--- src/rtl/line_reg_responder.sv ---
// Host-facing register block with a Bresenham line engine that streams pixels to the framebuffer.
// Register writes and the LFSR run every cycle; the engine latches its endpoints when a GO write arrives.
module line_reg_responder #(
   parameter int          CW        = 8,
   parameter logic [7:0]  LFSR_SEED = 8'h01
) (
   input  logic          pclk,
   input  logic          rst_n,
   input  logic [2:0]    address,
   input  logic          write,
   input  logic [7:0]    write_data,
   output logic [7:0]    read_data,
   output logic [3:0]    beam,
   output logic [1:0]    mode,
   output logic [CW-1:0] pix_x,
   output logic [CW-1:0] pix_y,
   output logic [3:0]    pix_i,
   output logic          pix_valid,
   input  logic          pix_ready
);

   typedef enum logic [1:0] {IDLE, SETUP, DRAW} state_t;

   localparam logic [CW-1:0] ONE = {{(CW-1){1'b0}}, 1'b1};

   state_t state, state_nx;

   logic [CW-1:0] sta_x, sta_y, end_x, end_y;
   logic [3:0]    beam_r;
   logic [1:0]    mode_r;
   logic [7:0]    lfsr;
   logic [7:0]    rd_mux;
   logic          busy;
   logic          go;

   logic [CW-1:0]        sx, sy, ex, ey;
   logic [CW-1:0]        sx_nx, sy_nx, ex_nx, ey_nx;
   logic signed [CW+1:0] dx, dy, err;
   logic signed [CW+1:0] dx_nx, dy_nx, err_nx;
   logic                 step_xn, step_yn, step_xn_nx, step_yn_nx;
   logic [CW-1:0]        pix_x_nx, pix_y_nx;
   logic [3:0]           pix_i_nx;
   logic                 pix_valid_nx;

   logic signed [CW+1:0] dx_raw, dy_raw, dx_abs, dy_abs, e2, err_acc;

   assign busy = (state != IDLE);
   assign go   = write && (address == 3'd4) && write_data[0] && (state == IDLE);
   assign beam = beam_r;
   assign mode = mode_r;

   always_comb begin
      rd_mux = '0;
      case (address)
         3'd0: rd_mux = 8'(sta_x);
         3'd1: rd_mux = 8'(sta_y);
         3'd2: rd_mux = 8'(end_x);
         3'd3: rd_mux = 8'(end_y);
         3'd4: rd_mux = {7'b0, busy};
         3'd5: rd_mux = {4'b0, beam_r};
         3'd6: rd_mux = {6'b0, mode_r};
         3'd7: rd_mux = lfsr;
         default: rd_mux = '0;
      endcase
   end

   always_ff @(posedge pclk) begin
      if (!rst_n) begin
         sta_x     <= '0;
         sta_y     <= '0;
         end_x     <= '0;
         end_y     <= '0;
         beam_r    <= '0;
         mode_r    <= '0;
         lfsr      <= LFSR_SEED;
         read_data <= '0;
      end else begin
         if (write) begin
            case (address)
               3'd0: sta_x  <= CW'(write_data);
               3'd1: sta_y  <= CW'(write_data);
               3'd2: end_x  <= CW'(write_data);
               3'd3: end_y  <= CW'(write_data);
               3'd5: beam_r <= write_data[3:0];
               3'd6: mode_r <= write_data[1:0];
               default: ;
            endcase
         end
         // A zero seed would lock the LFSR, so it is replaced by the reset seed.
         if (write && (address == 3'd7))
            lfsr <= (write_data == '0) ? LFSR_SEED : write_data;
         else
            lfsr <= {lfsr[6:0], lfsr[7] ^ lfsr[5] ^ lfsr[4] ^ lfsr[3]};
         read_data <= rd_mux;
      end
   end

   always_comb begin
      state_nx     = state;
      sx_nx        = sx;
      sy_nx        = sy;
      ex_nx        = ex;
      ey_nx        = ey;
      dx_nx        = dx;
      dy_nx        = dy;
      err_nx       = err;
      step_xn_nx   = step_xn;
      step_yn_nx   = step_yn;
      pix_x_nx     = pix_x;
      pix_y_nx     = pix_y;
      pix_i_nx     = pix_i;
      pix_valid_nx = pix_valid;

      dx_raw  = $signed({2'b00, ex}) - $signed({2'b00, sx});
      dy_raw  = $signed({2'b00, ey}) - $signed({2'b00, sy});
      dx_abs  = dx_raw[CW+1] ? -dx_raw : dx_raw;
      dy_abs  = dy_raw[CW+1] ? -dy_raw : dy_raw;
      e2      = err <<< 1;
      err_acc = err;

      case (state)
         IDLE: begin
            if (go) begin
               sx_nx    = sta_x;
               sy_nx    = sta_y;
               ex_nx    = end_x;
               ey_nx    = end_y;
               pix_i_nx = beam_r;
               state_nx = SETUP;
            end
         end
         SETUP: begin
            dx_nx      = dx_abs;
            dy_nx      = -dy_abs;
            err_nx     = dx_abs - dy_abs;
            step_xn_nx = (ex < sx);
            step_yn_nx = (ey < sy);
            state_nx   = DRAW;
         end
         DRAW: begin
            // First DRAW cycle presents the start point; afterwards each handshake advances.
            if (!pix_valid) begin
               pix_x_nx     = sx;
               pix_y_nx     = sy;
               pix_valid_nx = 1'b1;
            end else if (pix_ready) begin
               if ((pix_x == ex) && (pix_y == ey)) begin
                  pix_valid_nx = 1'b0;
                  state_nx     = IDLE;
               end else begin
                  if (e2 >= dy) begin
                     err_acc  = err_acc + dy;
                     pix_x_nx = step_xn ? pix_x - ONE : pix_x + ONE;
                  end
                  if (e2 <= dx) begin
                     err_acc  = err_acc + dx;
                     pix_y_nx = step_yn ? pix_y - ONE : pix_y + ONE;
                  end
                  err_nx = err_acc;
               end
            end
         end
         default: state_nx = IDLE;
      endcase
   end

   always_ff @(posedge pclk) begin
      if (!rst_n) begin
         state     <= IDLE;
         sx        <= '0;
         sy        <= '0;
         ex        <= '0;
         ey        <= '0;
         dx        <= '0;
         dy        <= '0;
         err       <= '0;
         step_xn   <= 1'b0;
         step_yn   <= 1'b0;
         pix_x     <= '0;
         pix_y     <= '0;
         pix_i     <= '0;
         pix_valid <= 1'b0;
      end else begin
         state     <= state_nx;
         sx        <= sx_nx;
         sy        <= sy_nx;
         ex        <= ex_nx;
         ey        <= ey_nx;
         dx        <= dx_nx;
         dy        <= dy_nx;
         err       <= err_nx;
         step_xn   <= step_xn_nx;
         step_yn   <= step_yn_nx;
         pix_x     <= pix_x_nx;
         pix_y     <= pix_y_nx;
         pix_i     <= pix_i_nx;
         pix_valid <= pix_valid_nx;
      end
   end

endmodule

--- config.mk ---
export PLATFORM = sky130hd
export DESIGN_NAME = line_reg_responder
export DESIGN_NICKNAME = d
export VERILOG_FILES = /design/src/rtl/line_reg_responder.sv
export SDC_FILE = /design/constraint.sdc
export NUM_CORES = 1
export LEC_CHECK = 0
export ABC_AREA = 1
export BUFFER_PORTS_ARGS = -buffer_cell sky130_fd_sc_hd__buf_2
export CORE_UTILIZATION = 50
export DETAILED_ROUTE_END_ITERATION = 10
export GPL_TIMING_DRIVEN = 1
export PLACE_DENSITY = 0.67
export SLEW_MARGIN = 5
export SYNTH_ARGS = -nofsm -noshare
export SYNTH_HDL_FRONTEND = slang
export SYNTH_SLANG_ARGS = --single-unit
--- constraint.sdc ---
create_clock -name pclk -period 4.4 [get_ports pclk]
set_clock_uncertainty 0.2 [all_clocks]
set_input_delay 0.22 -clock pclk [delete_from_list [all_inputs] [get_ports pclk]]
set_output_delay 0.22 -clock pclk [all_outputs]
set_load 0.1 [all_outputs]
* Word-level counts from Yosys, hierarchy flattened
Index checks and enable logic that the tools add are counted.
** Operators by class
- Magnitude comparators :: 4
- Eq/ne operators :: 20
- Bitwise operators :: 3
- Muxes and demuxes :: 33
- Reduce and logical (&&, ||, !) cells :: 21
- Add/subtract/negate cells :: 12
** Operators by type and width (count)
- 2-to-1 mux 10 bit :: 11
- 2-to-1 mux 8 bit :: 12
- case mux 8 bit (8 select lines) :: 1
- adder 10 bit :: 2
- negator 9 -> 10 bit :: 2
- case mux 10 bit (2 select lines) :: 1
- subtractor 8 x 8 -> 9 bit :: 2
- adder 8 x 1 -> 8 bit (second input constant) :: 2
- equality test 8 bit :: 2
- < comparator 8 bit :: 2
- AND reduction 4 bit :: 4
- subtractor 8 x 1 -> 8 bit (second input constant) :: 2
- AND reduction 2 bit :: 7
- equality test 3 bit (second input constant) :: 4
- inequality test 2 bit (second input constant) :: 6
- >= comparator 10 bit :: 1
- less-or-equal comparator 10 bit :: 1
- negator 10 bit :: 1
- subtractor 10 bit :: 1
- zero test 8 bit :: 1
- 2-to-1 mux 2 bit :: 4
- equality test 3 x 2 -> 1 bit (second input constant) :: 2
- inequality test 2 x 1 -> 1 bit (second input constant) :: 3
- case mux 2 bit (3 select lines) :: 1
- 9 further kinds :: 18
** Storage, ports and cells
- Register bits after elaboration :: 141
- Word-level logic and storage cells :: 115
- Output and inout port bits :: 35

* Logic depth before layout (Yosys ltp)
Gate-level depths: netlist of run 1.
- Word-level depth :: 12
- Depth in mapped cells :: 28
- Gate-level depth less buffers :: 27

* Worst setup path before layout of run 1
Ideal clock, no wire load.
- Path kind :: reg-to-reg
- From :: register ex[0]
- To :: register err[8]
- Data arrival time :: 3.151 ns
- Period minus slack after synthesis :: 3.483 ns
- Stages on the path, launching flop included :: 25
- Required time :: 4.068 ns
- Setup slack :: 0.917 ns
- Cells stage by stage :: dfxtp_1 > inv_1 > ha_1 > inv_1 > fa_1 > nand3_1 > nand2_1 > a31oi_1 > inv_1 > nor2_1 > xor2_1 > inv_1 > ha_1 > nand2_1 > inv_1 > o21ai_0 > nand2_1 > a31oi_1 > inv_1 > nand2_1 > nand2_1 > nand2_1 > nand3_1 > nand2_1 > a21oi_1
** Between the ends
- Longest elaborated chain between the ends :: 5
- Elaborated cells on any way between the ends :: 9
- Those cells by class :: 3 x add/sub; 2 x eq/ne; 2 x mux; 2 x reduce/logical
** RTL lines
- start: declaration :: line 36 : logic [CW-1:0] sx, sy, ex, ey;
- start signal: assignment :: line 187 : ex <= ex_nx;
- subtractor 8 x 8 -> 9 bit (*) :: line 114 : dx_raw = $signed({2'b00, ex}) - $signed({2'b00, sx});
- negator 9 -> 10 bit :: line 116 : dx_abs = dx_raw[CW+1] ? -dx_raw : dx_raw;
- 2-to-1 mux 10 bit (*) :: line 116
- named net dx_abs[2] :: line 45 : logic signed [CW+1:0] dx_raw, dy_raw, dx_abs, dy_abs, e2, err_acc;
- subtractor 10 bit (*) :: line 135 : err_nx = dx_abs - dy_abs;
- case mux 10 bit (2 select lines) (*) :: line 121 : case (state)
- end signal: assignment :: line 191 : err <= err_nx;
- end: declaration :: line 38 : logic signed [CW+1:0] dx, dy, err;
Mark *: on every way through the listed nets, which the timed path passes. The rest lies on a longest branch.
A chain may end at the register's enable or synchronous reset.

* Worst setup path in the final report of run 1
- From :: register ex[0]
- To :: register err[6]
The elaborated chain is that of the path after synthesis.

==> metrics.md, run 1 <==
| Metric | Value |
|---|---|
| Vias per cell | `5.36` |
| Hold Crit Class | `in -> reg` |
| DP HPWL | `18.7 mm` |
| Total GRT Usage | `27.5%` |
| Yosys top cell area share | `30.5%` |
| Most frequent cell after synthesis | `nand2_1` |
| Largest net degree at the start of global routing | `65` |
| Register bit total from synthesis | `140` |
| Slew Viols, Final | `0` |
| Clock latency on the worst-skew pair | `430 ps` |
| CP arrival | `4070 ps` |
| Total negative slack | `0 ps` |
| Final period util | `90.0%` |
| Syn_nets | `1422` |
| Nets | `1468` |
| # port buffers | `49` |
| Chip height | `138 µm` |
| Met3 WL | `1.08 mm` |
| Initial detailed-routing violation count | `499` |
| Type of the worst setup path | `reg -> reg` |
| Die footprint | `18900 µm²` |
| Syn avg cell area | `6.92 µm²` |
| Die X | `138 µm` |
| Cell area after synthesis | `9180 µm²` |
| Leak | `4.89 nW` |
| Clk root buf | `clkbuf_16` |
| Synth top cells by count | `238 x nand2_1, 208 x inv_1, 178 x a21oi_1` |
| RSZ-0062 raised after global routing | `false` |
| Initial Utilization | `51.1%` |
| Status | `completed` |
| Final core utilization | `57.3%` |
| Core Area | `18000 µm²` |
| Drt pass-1 iters | `6` |
| Final Setup Violations | `0` |
| CTS buffer count | `17` |
| CTS sink count | `140` |
| EDFF count, synth | `0` |
| Crit. End Element | `register` |
| Vias in the first global route | `8010` |
| Overflow after GRT | `0` |
| Worst Tran Pin Value | `947 ps` |
| DRC violations left | `0` |
| CTS clk-pin slew, worst paths | `70 ps` |
| # diodes | `0` |
| H-tree Lvls | `4` |
| Metal2 WL | `12.0 mm` |
| Hold WS | `47.4 ps` |
| Fillcell total | `1745` |
| Routed WL | `24.9 mm` |
| CP Max Fanout | `8` |
| Startpoint class of the critical path | `register` |
| Mapped Cells | `1327` |
| Warnings, synthesis | `0` |
| Distinct cells, synth | `45` |
| VDD IR max | `0.000311 V` |
| Highest metal used | `met4` |
| Cell Pwr Density | `351 nW/µm²` |
| I/O pin count | `50` |
| Main flop type after synthesis | `dfxtp_1` |
| WL met1 | `11.2 mm` |
| # rows | `49` |
| Area Growth Syn to Fin | `12.1%` |
| Vias | `8652` |
| Post-synthesis sequential area ratio | `30.5%` |
| Clk buf depth | `2` |
| Initial antenna violation count | `0` |
| Rel. slew slack | `36.7%` |
| Minimum clock period | `3960 ps` |
| First-pass GRT wire length | `40.0 mm` |
| Achievable Freq | `252 MHz` |
| Final GP Congestion | `0.913` |
| Final ANT Viol Nets | `0` |
| Total of max-cap violations | `0` |
| Leading area contributor after synthesis | `dfxtp_1` |
| Fraction of layout cells with a size suffix above 1 | `8.80%` |
| WL per Instance | `15.4 µm` |
| Async S/R FF share, synth | `0%` |
| Area contributors post-synth | `dfxtp_1 31%, ha_1 9.9%, nand2_1 9.7%` |
| Critical Path RT | `4500 ps` |
| Final Hold Fails | `0` |
| CTS tree | `done` |
critical path, stage by stage (launching register included):
cell	delay [ps]
dfxtp_1	330
inv_1	60
ha_1	130
inv_1	60
fa_1	390
nand3_1	140
nand2_1	80
a31oi_1	450
o21ai_0	360
fa_1	510
nand2_1	80
inv_1	40
o21ai_0	210
a21oi_1	120
o21ai_0	160
nand2_1	90
xor2_1	150
a21oi_1	190
a21oi_1	100
timing repair:
action / 4_1_cts / 5_1_grt
gates resized for setup: 0 / 1
buffers inserted: 0 / 0
hold endpoints to repair: 34 / 0
endpoints found under the setup margin: 0 / 1
hold buffers: 12 / 0
layout make-up:
class                   count  area [µm²]  area share (%)
well taps                 229         287            2.78
repair buffers             68         418            4.06
clock inverters            14         128            1.24
flip-flops and latches    140        2800            27.2
multi-input cells         931        5420            52.6
inverters                 215         810            7.87
clock buffers              18         429            4.17
per-stage QoR:
stage          total power, mW  instances  setup slack, ps  cell area, µm²
2_1_floorplan             2.06       1327              917            9180
3_3_place_gp              2.25       1571              497            9610
3_5_place_dp              2.25       1571              445            9610
4_1_cts                   3.62       1615              426           10300
5_1_grt                   3.80       1615            0.196           10300
6_report                  3.62       1615              439           10300
report_power, final:
part	internal (mW)	switching, mW	total, mW	leakage [nW]
registers	1.30	0.0251	1.32	1.13
clock network	0.744	0.630	1.37	0.271
logic	0.301	0.617	0.918	3.48
total	2.34	1.27	3.62	4.89
final timing paths:
kind                                  from      endpoint  slack (ps)  cells past startpoint
worst max-delay path                 ex[0]        err[6]         440                     18
worst min-delay path            address[0]       mode[1]          50                      4
worst max register to register       ex[0]        err[6]         440                     18
worst min register to register    sta_x[6]  read_data[6]         270                      2
cell families (layout without fill, tap and decap cells):
kind of cell / after synthesis / in the layout / share of synthesized area, %
AND/OR/NAND/NOR: 419 / 419 / 20.1
flip-flops: 140 / 140 / 30.5
XOR/XNOR: 55 / 55 / 5.61
buffers and inverters: 256 / 315 / 10.6
adder cells (fa/ha/maj): 80 / 80 / 11.5
AO/OA/AOI/OAI: 377 / 377 / 21.8
sequential cells by signal (all words and copies together) (netlist names), 4 cells and up:
| name | count |
|---|---|
| dx | 10 |
| dy | 10 |
| err | 9 |
| end_x | 8 |
| end_y | 8 |
| ex | 8 |
| ey | 8 |
| lfsr | 8 |
| pix_x | 8 |
| pix_y | 8 |
| read_data | 8 |
| sta_x | 8 |
| sta_y | 8 |
| sx | 8 |
| sy | 8 |
| beam | 4 |
| pix_i | 4 |
routing by layer:
| metal | GRT usage [%] | up-vias |
|---|---|---|
| met5 | 0 | - |
| met4 | 10.1 | 0 |
| met3 | 5.08 | 38 |
| met2 | 47.7 | 222 |
| met1 | 33.6 | 3913 |
| li1 | - | 4479 |
cells in the final DEF (no fill, tap or decap), types with 8 or more instances in the layout:
| cell | instances |
|---|---|
| clkbuf_16 | 17 |
| xnor2_1 | 24 |
| dlygate4sd3_1 | 12 |
| o21ai_0 | 151 |
| nand2_2 | 9 |
| a21oi_1 | 178 |
| ha_1 | 73 |
| nand2_1 | 238 |
| xor2_1 | 28 |
| a221oi_1 | 10 |
| buf_2 | 49 |
| nor2_1 | 71 |
| nand4_1 | 19 |
| nand3_1 | 53 |
| o22ai_1 | 8 |
| inv_1 | 208 |
| dfxtp_1 | 140 |
No activity file was read; power rests on OpenSTA's default activity.
==> run 2, diff against run 1 <==
--- a/config.mk
+++ b/config.mk
@@ -11,6 +11,7 @@
 export DETAILED_ROUTE_END_ITERATION = 10
 export GPL_TIMING_DRIVEN = 1
 export PLACE_DENSITY = 0.67
+export REMOVE_ABC_BUFFERS = 1
 export SLEW_MARGIN = 5
 export SYNTH_ARGS = -nofsm -noshare
 export SYNTH_HDL_FRONTEND = slang
==> metrics.md, run 2 (synthesis results as in run 1) <==
| Metric | Value |
|---|---|
| Status | `completed` |
| Worst setup slack after layout | `433 ps` |
| VDD IR max | `0.000362 V` |
| Buf/Inv on CP | `3` |
| CTS buffer count | `17` |
| WL per Instance | `15.4 µm` |
| Fillcell total | `1759` |
| Largest net degree at the start of global routing | `79` |
| DP HPWL | `18.8 mm` |
| Flop-to-flop setup slack | `430 ps` |
| Clk root buf | `clkbuf_16` |
| CTS tree | `done` |
| First-pass GRT wire length | `40.2 mm` |
| Fraction of layout cells with a size suffix above 1 | `8.82%` |
| CP Max Fanout | `11` |
| Worst R2R Start | `err[7]` |
| Biggest regs | `dx (10), dy (10), err (9)` |
| Worst r2r dst | `err[8]` |
| Total negative slack | `0 ps` |
| CP peak stage delay | `480 ps` |
| Final GP Congestion | `0.937` |
| Core Area | `18000 µm²` |
| # rows | `49` |
| Total of max-cap violations | `0` |
| Minimum clock period | `3970 ps` |
| Pre-CTS WS | `354 ps` |
| Chip height | `138 µm` |
| Metal2 WL | `11.9 mm` |
| Vias | `8703` |
| Crit-path cells | `ha_1 > nand2_1 > inv_1 > a21oi_1 > nand3_1 > nand2_1 > nand2_2 > inv_1 > nand2_1 > nand2_1 > ha_1 > inv_1 > fa_1 > o21ai_1 > nand4_1 > nand3_1 > nand3_1 > nand2_1 > nand2_1 > nor2_1 > nor2_1 > nand2_1 > a21oi_1` |
| RSZ-0062 raised after global routing | `false` |
| Cell Pwr Density | `363 nW/µm²` |
| Startpoint class of the critical path | `register` |
| Die X | `138 µm` |
| Final Setup Violations | `0` |
| WL met1 | `11.2 mm` |
| Achievable Freq | `252 MHz` |
| H-tree Lvls | `4` |
| # diodes | `0` |
| Stages on worst setup path | `23` |
| Worst setup path endpoint | `err[8]` |
| Final ANT Viol Nets | `0` |
| Vias per cell | `5.40` |
| CP arrival | `4050 ps` |
| Initial Utilization | `51.1%` |
| CP delay by family, top | `simple AND/OR/NAND/NOR gates` |
| Most used cell, CP | `nand2_1` |
| Crit. End Element | `register` |
| Leak | `4.90 nW` |
| Drt pass-1 iters | `5` |
| DRC violations left | `0` |
| Initial antenna violation count | `0` |
| Type of the worst setup path | `reg -> reg` |
| Critical Path RT | `4480 ps` |
| Total GRT Usage | `27.6%` |
| Commonest non-fill, non-tap cell in the layout | `nand2_1` |
| Area Growth Syn to Fin | `12.6%` |
| Die footprint | `18900 µm²` |
| Crit. Startpoint | `err[7]` |
| Initial detailed-routing violation count | `581` |
| # port buffers | `49` |
| Overflow after GRT | `0` |
| Nets | `1465` |
| Routed WL | `24.8 mm` |
| I/O pin count | `50` |
| Commonest cells after routing, fill and taps aside | `238 x nand2_1, 208 x inv_1, 178 x a21oi_1` |
| Slew Viols, Final | `0` |
| Met3 WL | `1.12 mm` |
| Clock latency on the worst-skew pair | `440 ps` |
| CTS sink count | `140` |
| Worst Tran Pin Value | `966 ps` |
| R2r worst-path depth | `23` |
| Hold WS | `41.3 ps` |
| Final Hold Fails | `0` |
| CTS clk-pin slew, worst paths | `70 ps` |
| Hold Crit Class | `in -> reg` |
| Rel. slew slack | `35.4%` |
| Final period util | `90.2%` |
| Vias in the first global route | `7975` |
| Clk buf depth | `2` |
| Crit path max-delay cell type | `dfxtp_1` |
| Highest metal used | `met4` |
## run 2: cell types whose count changed in the layout (fill, tap and decap cells not counted), moves of 2 or more
cell,before,now
buf_4,7,5
clkinv_8,1,4
inv_8,3,6
clkinv_2,2,0
inv_6,5,0
## run 2: layout make-up
type	instances	area [µm²]	share of cell area (%)
clock buffer	17	425	4.11
timing repair buffer	65	393	3.80
multi-input combinational	931	5420	52.4
clock inverter	15	201	1.95
tap	229	287	2.77
inverter	215	810	7.83
sequential	140	2800	27.1
## run 2: metrics by stage
step | cells | cell area [µm²] | util [%] | total power [mW]
6_report | 1612 | 10300 | 57.6 | 3.76
3_3_place_gp | 1569 | 9600 | 53.4 | 2.25
4_1_cts | 1612 | 10300 | 57.5 | 3.77
3_5_place_dp | 1569 | 9600 | 53.4 | 2.26
2_1_floorplan | 1286 | 9020 | - | 2.04
5_1_grt | 1612 | 10300 | 57.6 | 3.95
## run 2: where the power goes
| group | total, mW | internal, mW | switching, mW |
|---|---|---|---|
| Sequential | 1.33 | 1.30 | 0.0266 |
| Combinational | 0.919 | 0.301 | 0.618 |
| Clock | 1.51 | 0.826 | 0.688 |
| Total | 3.76 | 2.43 | 1.33 |
## run 2: worst min-delay path by stage
stage               slack, ps       start  cells past startpoint       end
floorplan                 140       rst_n                      2  pix_x[1]
global placement          270    sta_x[3]                      2  sta_x[3]
detailed placement        270     mode[1]                      2   mode[1]
CTS                        40  address[0]                      4   mode[0]
global route               90       rst_n                      3  pix_x[1]
finish                     40       rst_n                      3  pix_x[1]
## run 2: per-layer routing
metal | GRT usage, % | vias to the layer above
met5 | 0 | -
met4 | 9.71 | 0
met3 | 4.60 | 43
met2 | 47.0 | 229
met1 | 34.9 | 3955
li1 | - | 4476
## run 2: what timing repair did
item	in CTS	in global routing
endpoints found under the setup margin	0	2
endpoints found under the hold margin	39	0
gates resized for setup	0	2
hold buffers	11	0
buffers inserted	0	0
## run 2: tightest hold or removal path, cell delays in order
cell	delay, ps
buf_2	250
nand2_1	130
nor2_1	30
